File: src/rtl/alu32_sched.sv
// alu32_sched: round-robin scheduler sharing one external combinational ALU
// between two requesters.
//
// Ports:
//   clk, n_rst            clock, asynchronous active-low reset
//   req_valid[1:0]        per-requester request valid
//   req_op0/1, req_a0/1,
//   req_b0/1              per-requester opcode and operands
//   req_ready[1:0]        per-requester accept strobe (combinational)
//   alu_op, alu_a, alu_b  registered operands driven to the ALU
//   alu_result, alu_zero,
//   alu_carry, alu_ovf    ALU result and flags
//   rsp_valid/rsp_ready   response handshake
//   rsp_id                requester index of the response
//   rsp_result, rsp_zero,
//   rsp_carry, rsp_ovf    captured result and flags
//   busy                  high whenever the scheduler is not idle
module alu32_sched #(
  parameter int unsigned WIDTH = 32,
  parameter int unsigned OPW   = 3
) (
  input  logic             clk,
  input  logic             n_rst,
  input  logic [1:0]       req_valid,
  input  logic [OPW-1:0]   req_op0,
  input  logic [OPW-1:0]   req_op1,
  input  logic [WIDTH-1:0] req_a0,
  input  logic [WIDTH-1:0] req_b0,
  input  logic [WIDTH-1:0] req_a1,
  input  logic [WIDTH-1:0] req_b1,
  output logic [1:0]       req_ready,
  output logic [OPW-1:0]   alu_op,
  output logic [WIDTH-1:0] alu_a,
  output logic [WIDTH-1:0] alu_b,
  input  logic [WIDTH-1:0] alu_result,
  input  logic             alu_zero,
  input  logic             alu_carry,
  input  logic             alu_ovf,
  output logic             rsp_valid,
  input  logic             rsp_ready,
  output logic             rsp_id,
  output logic [WIDTH-1:0] rsp_result,
  output logic             rsp_zero,
  output logic             rsp_carry,
  output logic             rsp_ovf,
  output logic             busy
);

  typedef enum logic [1:0] {
    S_IDLE  = 2'd0,
    S_ISSUE = 2'd1,
    S_RESP  = 2'd2
  } state_t;

  state_t           r_state;
  state_t           w_state_nxt;
  logic             w_accept;
  logic [1:0]       w_grant;
  logic             w_gnt_idx;
  logic             r_last_grant;
  logic             r_tag;
  logic [OPW-1:0]   r_alu_op;
  logic [WIDTH-1:0] r_alu_a;
  logic [WIDTH-1:0] r_alu_b;
  logic             r_rsp_valid;
  logic             r_rsp_id;
  logic [WIDTH-1:0] r_rsp_result;
  logic             r_rsp_zero;
  logic             r_rsp_carry;
  logic             r_rsp_ovf;

  // Round-robin arbitration: on contention favour the requester not granted last.
  always_comb begin
    w_grant = 2'b00;
    unique case (req_valid)
      2'b01:   w_grant = 2'b01;
      2'b10:   w_grant = 2'b10;
      2'b11:   w_grant = r_last_grant ? 2'b01 : 2'b10;
      default: w_grant = 2'b00;
    endcase
  end

  assign w_gnt_idx = w_grant[1];

  // State register.
  always_ff @(posedge clk or negedge n_rst) begin
    if (!n_rst) r_state <= S_IDLE;
    else        r_state <= w_state_nxt;
  end

  // Next state and accept strobe.
  always_comb begin
    w_state_nxt = r_state;
    req_ready   = 2'b00;
    w_accept    = 1'b0;
    unique case (r_state)
      S_IDLE: begin
        if (|req_valid) begin
          req_ready   = w_grant;
          w_accept    = 1'b1;
          w_state_nxt = S_ISSUE;
        end
      end
      S_ISSUE: w_state_nxt = S_RESP;
      S_RESP:  if (rsp_ready) w_state_nxt = S_IDLE;
      default: w_state_nxt = S_IDLE;
    endcase
  end

  // Operand latch on grant; response capture at the end of ISSUE.
  always_ff @(posedge clk or negedge n_rst) begin
    if (!n_rst) begin
      r_last_grant <= 1'b1;
      r_tag        <= 1'b0;
      r_alu_op     <= '0;
      r_alu_a      <= '0;
      r_alu_b      <= '0;
      r_rsp_valid  <= 1'b0;
      r_rsp_id     <= 1'b0;
      r_rsp_result <= '0;
      r_rsp_zero   <= 1'b0;
      r_rsp_carry  <= 1'b0;
      r_rsp_ovf    <= 1'b0;
    end else begin
      if (w_accept) begin
        r_last_grant <= w_gnt_idx;
        r_tag        <= w_gnt_idx;
        r_alu_op     <= w_gnt_idx ? req_op1 : req_op0;
        r_alu_a      <= w_gnt_idx ? req_a1  : req_a0;
        r_alu_b      <= w_gnt_idx ? req_b1  : req_b0;
      end
      if (r_state == S_ISSUE) begin
        r_rsp_valid  <= 1'b1;
        r_rsp_id     <= r_tag;
        r_rsp_result <= alu_result;
        r_rsp_zero   <= alu_zero;
        r_rsp_carry  <= alu_carry;
        r_rsp_ovf    <= alu_ovf;
      end
      if ((r_state == S_RESP) && rsp_ready) begin
        r_rsp_valid <= 1'b0;
      end
    end
  end

  assign alu_op     = r_alu_op;
  assign alu_a      = r_alu_a;
  assign alu_b      = r_alu_b;
  assign rsp_valid  = r_rsp_valid;
  assign rsp_id     = r_rsp_id;
  assign rsp_result = r_rsp_result;
  assign rsp_zero   = r_rsp_zero;
  assign rsp_carry  = r_rsp_carry;
  assign rsp_ovf    = r_rsp_ovf;
  assign busy       = (r_state != S_IDLE);

endmodule

File: config.mk
export PLATFORM = sky130hd
export DESIGN_NAME = alu32_sched
export DESIGN_NICKNAME = d
export VERILOG_FILES = /design/src/rtl/alu32_sched.sv
export SDC_FILE = /design/constraint.sdc
export NUM_CORES = 1
export LEC_CHECK = 0
export CORE_MARGIN = 5
export CORE_UTILIZATION = 30
export DETAILED_ROUTE_END_ITERATION = 10
export DONT_BUFFER_PORTS = 1
export SLEW_MARGIN = 40
export SYNTH_ARGS = -nofsm -noshare
export SYNTH_HDL_FRONTEND = slang
export SYNTH_SLANG_ARGS = --single-unit
File: constraint.sdc
create_clock -name clk -period 2 [get_ports clk]
set_clock_uncertainty 0.1 [all_clocks]
set_input_delay 0.5 -clock clk [delete_from_list [all_inputs] [get_ports clk]]
set_output_delay 0.5 -clock clk [all_outputs]
set_load 0.03 [all_outputs]
==> out/results.ini, run 1 <==
[outcome]
outcome = finished, violations left
violations = negative hold slack

[logic_synthesis]
netlist_instances = 480
syn-cell-area_sq_um = 4887
synth_top_area_cell = dfrtp_1
netlist_top_cells_area = dfrtp_1 55%, o31ai_1 10%, mux2_2 8.3%
ys_ff_latch = 108
yosys.cell_types.count = 19
syn_nets = 654
seq_area_frac_synth = 0.5533
syn_avg_cell_area_sq_um = 10.18
ys_warn_count = 0
synth.top_cell.area_share = 0.5479

[clocking]
worstSkewPairLatency_ns = 0.34
cts.htree.levels = 3
clock_path_buffers = 2
cts_root_buffer = clkbuf_16
cts.sinks = 108
cts_tree = yes
clk_pin_slew_worst_paths_ns = 0.07
cts_buffers = 9

[sta]
min_period_ns = 1.944
worst_slew_pin_slew_ns = 0.4661
rsz0062_at_grt = yes
maxSlewViolCount = 0
period_share = 0.9719
worst_hold_slack_ns = -0.2532
slew_headroom = 0.6893
fmax_mhz = 514.4
setup-violations-final = 0
hold_viol = 108

[floorplan]
start_util = 0.3065
fp.dieH_microns = 137.6
pin_count = 281
dieArea_sq_um = 18940
die_x_microns = 137.6
row_count = 46
core_sq_um = 15940

[cells_and_area]
multi_input_area_sq_um = 1982
finalNetCount = 630
drive_gt1_frac = 0.1649
fin_util = 0.3412
diodes = 0
synthToLayoutAreaGrowth_pct = 11.29
design_area_sq_um = 5439
seqCellArea_sq_um = 2705
fillers = 1645

[placed_design]
place.gp.congestion = 0.7548
placed_area_sq_um = 5072
hpwlAfterDp_mm = 10.43
io_buffers = 0

[worst_setup_path]
cp-end-kind = output pin
worst_r2r_path_depth = 5
worst-setup-path-type = flip-flop to output pin
critPathLaunch = r_state[1]
worstReg2RegEnd = alu_b[26]
crit_arrival_ns = 1.34
cp.required_ns = 1.40
path_max_fanout = 5
crit_end = req_ready[1]
reg2reg_setup_slack_ns = 0.16
r2r-start = r_last_grant
worst_setup_path_start_kind = flip-flop

[power_and_ir_drop]
pwr_density_cell_nw_per_um2 = 1994
irDropWorstVdd_v = 0.0008152
leakage_nw = 2.186

[detailed_routing]
dr.pass1.iters = 4
drc = 0
viasPerCell = 5.554
dr_total_vias = 3760
initialDrtViolationCount = 199
ant_nets = 0
drt-total-wl_mm = 14.60
detail_route.wl_per_cell_microns = 21.56

[job]
cap_violations = 0

[global_routing]
overflow = 0
grt_pass1_vias = 3965
grt_max_degree = 109
grt_pass1_wl_mm = 21.80
antenna_found_initial = 0
grt_usage = 0.1471

[hold_path]
hold_class = primary input to asynchronous set/reset pin

==> worst min path at each step <==
stage	startpoint	endpoint	slack, ns	cells past startpoint
3_3_place_gp	n_rst	rsp_result[10]	0.11	0
5_1_grt	n_rst	alu_b[27]	-0.29	0
2_1_floorplan	n_rst	alu_a[0]	0.10	0
4_1_cts	n_rst	rsp_result[9]	-0.28	0
6_report	n_rst	rsp_result[9]	-0.25	0
3_5_place_dp	n_rst	rsp_result[9]	0.11	0
==> stage by stage <==
step	total power, mW	std cells	TNS (ns)	setup WS (ns)	hold slack (ns)
global route	11.51	677	-0.009307	-0.009307	-0.2880
global placement	8.847	658	0	0.2336	0.1075
finish	10.84	677	0	0.05615	-0.2532
CTS	10.98	676	0	0.001641	-0.2790
floorplan	8.146	480	0	0.05101	0.1044
detailed placement	9.030	658	0	0.1222	0.1073
==> cells in the final DEF (no fill, tap or decap) <==
cell type / n
bufinv_16: 1
nand2b_1: 2
buf_4: 8
inv_8: 2
o21ai_4: 1
buf_6: 1
nor2_2: 1
o21ai_0: 68
dfstp_2: 1
clkbuf_16: 9
inv_2: 1
a21oi_1: 70
a31oi_1: 1
dfrtp_1: 106
nand2_1: 1
a21boi_4: 1
nand2_2: 1
nor2_1: 67
o22a_1: 1
o31ai_1: 67
a21oi_4: 1
mux2_2: 36
nand2b_4: 1
dfrtp_2: 1
clkinv_4: 1
clkinv_8: 1
clkinvlp_4: 1
inv_6: 1
inv_1: 2
nor2_4: 2
buf_12: 4
==> cells in the mapped netlist <==
| library cell | number |
|---|---|
| buf_6 | 3 |
| nand2b_1 | 3 |
| mux2_2 | 36 |
| nor2_1 | 69 |
| dfstp_2 | 1 |
| a31oi_1 | 1 |
| o31ai_1 | 67 |
| dfrtp_1 | 107 |
| nor2_2 | 1 |
| a21boi_2 | 1 |
| clkbuf_1 | 26 |
| o22a_1 | 1 |
| o21ai_2 | 1 |
| buf_4 | 6 |
| o21ai_0 | 68 |
| inv_1 | 3 |
| nand2_1 | 2 |
| a21oi_1 | 71 |
| buf_2 | 13 |
==> area by class of cell <==
| cell class | instances | share of cell area |
|---|---|---|
| clock inverter | 7 | 0.01725 |
| timing repair buffer | 13 | 0.02784 |
| clock buffer | 9 | 0.04141 |
| sequential | 108 | 0.4974 |
| tap | 216 | 0.04969 |
| multi-input combinational | 321 | 0.3644 |
| inverter | 3 | 0.002070 |
==> kinds of logic after synthesis <==
| group | share of synthesized area |
|---|---|
| and+or+nand+nor | 0.05965 |
| DFF | 0.5533 |
| buffers and inverters | 0.05171 |
| muxes | 0.08295 |
| AOI/OAI and AO/OA | 0.2524 |
==> metal layers <==
| metal | wire (microns) | global-route usage | share of wire | up-vias |
|---|---|---|---|---|
| met4 | 265 | 0.04656 | 0.018 | 0 |
| li1 | - | - | - | 1673 |
| met5 | 0 | 0 | 0 | - |
| met1 | 5103 | 0.1618 | 0.35 | 1840 |
| met3 | 1700 | 0.05515 | 0.12 | 19 |
| met2 | 7529 | 0.2617 | 0.52 | 228 |
==> registers in the layout, indices dropped and copies added, names as in the netlist <==
signal and cells:
alu_a 32, alu_b 32, rsp_result 32, alu_op 3
r_state 2, r_last_grant 1, r_tag 1, rsp_carry 1
rsp_id 1, rsp_ovf 1, rsp_valid 1, rsp_zero 1
==> power breakdown <==
group,switching (mW),leakage [nW],internal [mW]
sequential,2.92,1.30,3.26
clock,0.860,0.153,1.01
combinational,1.54,0.729,1.26
==> critical path, cell delays in order (launching register included) <==
cell     delay, ns
dfrtp_2       0.45
nor2_4        0.18
o21ai_4       0.09
a21oi_4       0.28
==> what timing repair did <==
action                                  4_1_cts  5_1_grt
gates cloned                                  0        0
pin swaps                                     0        2
hold endpoints to repair                    108      108
resized for setup                             3        3
buffers inserted                              2        1
endpoints found under the setup margin        2        2
(Power assumes the default switching activity.)
==> run 2: changes to the inputs <==
- SKIP_CTS_REPAIR_TIMING: default -> 1
==> out/results.ini, run 2 (synthesized netlist as in run 1, its figures left out) <==
[placed_design]
hpwlAfterDp_mm = 10.43
io_buffers = 0
placed_area_sq_um = 5072
place.gp.congestion = 0.7548

[global_routing]
grt_usage = 0.1470
overflow = 0
grt_pass1_vias = 3950
antenna_found_initial = 0
grt_pass1_wl_mm = 21.75
grt_max_degree = 109

[worst_setup_path]
worst_setup_path_start_kind = flip-flop
cp.required_ns = 1.40
cp-end-kind = output pin
slowest_stage = dfstp_2
worst-setup-path-type = flip-flop to output pin
path_max_fanout = 4
crit_arrival_ns = 1.41
crit_chain = nand2b_4, nand2_4, nor2_4, buf_6
cp_slowest_stage_delay_ns = 0.58

[clocking]
worstSkewPairLatency_ns = 0.34
clock_path_buffers = 2
cts_root_buffer = clkbuf_16
cts_buffers = 9
clk_pin_slew_worst_paths_ns = 0.07
cts.sinks = 108
cts.htree.levels = 3
cts_tree = yes

[power_and_ir_drop]
pwr_density_cell_nw_per_um2 = 1991
irDropWorstVdd_v = 0.0006404
leakage_nw = 2.181

[detailed_routing]
detail_route.wl_per_cell_microns = 21.54
viasPerCell = 5.584
dr_total_vias = 3769
dr.pass1.iters = 5
initialDrtViolationCount = 242
drc = 0
drt-total-wl_mm = 14.54
ant_nets = 0

[cells_and_area]
layout_common_cells = 106 x dfrtp_1, 70 x a21oi_1, 68 x o21ai_0
finalNetCount = 628
design_area_sq_um = 5438
diodes = 0
final_common_cell = dfrtp_1
drive_gt1_frac = 0.1612
synthToLayoutAreaGrowth_pct = 11.26

[sta]
setup-violations-final = 1
worst_hold_slack_ns = -0.2535
rsz0062_at_grt = yes
slew_headroom = 0.7419
maxSlewViolCount = 0
hold_viol = 108
worst_slew_pin_slew_ns = 0.3871
min_period_ns = 2.007
fmax_mhz = 498.4
tns_ns = -0.006517
setup_ws_ns = -0.006517
period_share = 1.003

[floorplan]
fp.dieH_microns = 137.6
die_x_microns = 137.6
core_sq_um = 15940
pin_count = 281
dieArea_sq_um = 18940
row_count = 46
start_util = 0.3065

[outcome]
violations = negative hold slack, negative setup slack
outcome = finished, violations left

[hold_path]
hold_class = primary input to asynchronous set/reset pin

[job]
cap_violations = 0

run 2: metal layers:
metal,wire [microns],up-vias,GRT usage
met1,5102,1847,0.1622
met4,259,0,0.04656
met3,1668,21,0.05442
li1,-,1669,-
met5,0,-,0
met2,7511,232,0.2611
run 2: worst max-delay path: cells and delay by family, from the launching register on:
| family | cells | cell delay (ns) |
|---|---|---|
| simple gates | 3 | 0.35 |
| buf+inv | 1 | 0.13 |
| flops | 1 | 0.58 |
run 2: power by group:
part | total, mW | internal [mW] | switching (mW) | leakage, nW
Clock | 1.87 | 1.01 | 0.861 | 0.153
Combinational | 2.77 | 1.24 | 1.53 | 0.724
Sequential | 6.18 | 3.26 | 2.92 | 1.30
run 2: metrics by stage:
stage / std cells / power (mW) / util / setup slack, ns
2_1_floorplan: 480 / 8.146 / - / 0.05101
3_3_place_gp: 658 / 8.847 / 0.3182 / 0.2336
3_5_place_dp: 658 / 9.030 / 0.3182 / 0.1222
4_1_cts: 674 / 10.92 / 0.3382 / -0.1815
5_1_grt: 675 / 11.50 / 0.3411 / -0.08071
6_report: 675 / 10.83 / 0.3411 / -0.006517
run 2: worst paths after layout:
path                                    from            end  slack, ns  depth (start not counted)
max in group asynchronous              n_rst   r_last_grant       1.85                          0
worst min register to register         r_tag          r_tag       0.40                          1
min in group clk                   rsp_ready     r_state[1]       0.17                          1
worst min-delay path                   n_rst  rsp_result[9]      -0.25                          0
worst max-delay path            r_last_grant   req_ready[0]     -0.007                          4
worst max register to register  r_last_grant      alu_b[26]       0.19                          5
run 2: area by class of cell:
type                       instances  area, sq um
clock inverter                     7        93.84
fill                            1649        10510
inverter                           3        11.26
clock buffer                       9        225.2
sequential                       108         2705
multi-input combinational        321         1992
tap                              216        270.3
timing repair buffer              11        140.1
==> run 3: changes to the inputs <==
- REMOVE_ABC_BUFFERS: default -> 1
==> out/results.ini, run 3 (synthesized netlist as in run 1, its figures left out) <==
[hold_path]
hold_class = primary input to asynchronous set/reset pin

[detailed_routing]
ant_nets = 0
viasPerCell = 5.559
initialDrtViolationCount = 204
drc = 0
dr_total_vias = 3780
dr.pass1.iters = 4
drt-total-wl_mm = 14.50
detail_route.wl_per_cell_microns = 21.32

[worst_setup_path]
cp-end-kind = output pin
worst-setup-path-type = flip-flop to output pin
cp.required_ns = 1.40
worst_setup_path_start_kind = flip-flop
path_max_fanout = 4
r2r-start = r_last_grant
crit_arrival_ns = 1.40
reg2reg_setup_slack_ns = 0.40
worstReg2RegEnd = alu_a[17]
worst_r2r_path_depth = 4

[cells_and_area]
drive_gt1_frac = 0.1703
final_common_cell = dfrtp_1
layout_common_cells = 106 x dfrtp_1, 70 x a21oi_1, 68 x o21ai_0
synthToLayoutAreaGrowth_pct = 11.80
diodes = 0
finalNetCount = 634

[global_routing]
grt_pass1_vias = 4032
antenna_found_initial = 0
overflow = 0
grt_usage = 0.1449
grt_max_degree = 109
grt_pass1_wl_mm = 21.34

[clocking]
cts_root_buffer = clkbuf_16
worstSkewPairLatency_ns = 0.35
cts_buffers = 9
cts_tree = yes
cts.sinks = 108
clock_path_buffers = 2
clk_pin_slew_worst_paths_ns = 0.08
cts.htree.levels = 3

[sta]
worst_hold_slack_ns = -0.2619
worst_slew_pin_slew_ns = 0.4489
setup_ws_ns = 0.001940
slew_headroom = 0.7007
min_period_ns = 1.998
hold_viol = 108
period_share = 0.9990
rsz0062_at_grt = yes
setup-violations-final = 0
maxSlewViolCount = 0
tns_ns = 0
fmax_mhz = 500.5

[floorplan]
fp.dieH_microns = 137.6
core_sq_um = 15940
row_count = 46
start_util = 0.3065
dieArea_sq_um = 18940
pin_count = 281
die_x_microns = 137.6

[placed_design]
place.gp.congestion = 0.7480
dp_slack_ns = 0.001800
io_buffers = 0
hpwlAfterDp_mm = 10.52

[power_and_ir_drop]
pwr_density_cell_nw_per_um2 = 2002
leakage_nw = 2.203
irDropWorstVdd_v = 0.0006781

[outcome]
violations = negative hold slack
outcome = finished, violations left

[job]
cap_violations = 0

[run 3: how the worst max path moves through the flow]
| stage | from | to | slack, ns | cells past startpoint |
|---|---|---|---|---|
| 2_1_floorplan | r_last_grant | req_ready[0] | -1.02 | 3 |
| 3_3_place_gp | r_state[0] | req_ready[1] | -0.04 | 4 |
| 3_5_place_dp | r_state[0] | req_ready[1] | 0.002 | 4 |
| 4_1_cts | r_state[0] | req_ready[1] | -0.40 | 4 |
| 5_1_grt | r_state[0] | req_ready[1] | -0.07 | 4 |
| 6_report | r_last_grant | req_ready[1] | 0.002 | 4 |
[run 3: metrics by stage]
| step | power (mW) | std cells | area [sq um] | util | hold WS (ns) |
|---|---|---|---|---|---|
| after floorplan | 7.930 | 432 | 4646 | - | 0.1044 |
| after global placement | 8.895 | 663 | 5079 | 0.3186 | 0.1075 |
| after detailed placement | 9.054 | 663 | 5079 | 0.3186 | 0.1076 |
| after CTS | 11.00 | 678 | 5400 | 0.3387 | -0.2797 |
| after global routing | 11.55 | 680 | 5464 | 0.3427 | -0.2807 |
| final | 10.94 | 680 | 5464 | 0.3427 | -0.2619 |
[run 3: layout make-up]
| cell class | instances | area, sq um |
|---|---|---|
| Sequential cell | 108 | 2705 |
| Multi-Input combinational cell | 321 | 1992 |
| Fill cell | 1623 | 10480 |
| Tap cell | 216 | 270.3 |
| Timing Repair Buffer | 17 | 163.9 |
| Clock buffer | 9 | 225.2 |
| Clock inverter | 6 | 96.34 |
| Inverter | 3 | 11.26 |
[run 3: routing by layer]
metal / track usage / vias up / part of all wire
li1: - / 1691 / -
met1: 0.1602 / 1827 / 0.36
met2: 0.2511 / 241 / 0.49
met3: 0.04931 / 21 / 0.13
met4: 0.06486 / 0 / 0.020
met5: 0 / - / 0
[run 3: report_power, final]
part	total [mW]	leakage [nW]	switching [mW]	internal, mW
combinational	2.84	0.745	1.56	1.28
sequential	6.19	1.30	2.93	3.26
clock	1.91	0.154	0.808	1.11
[run 3: critical path: stages, from the launching register on]
cell	delay (ns)
dfstp_2	0.55
nand2b_4	0.15
buf_4	0.14
a21oi_4	0.07
buf_6	0.14
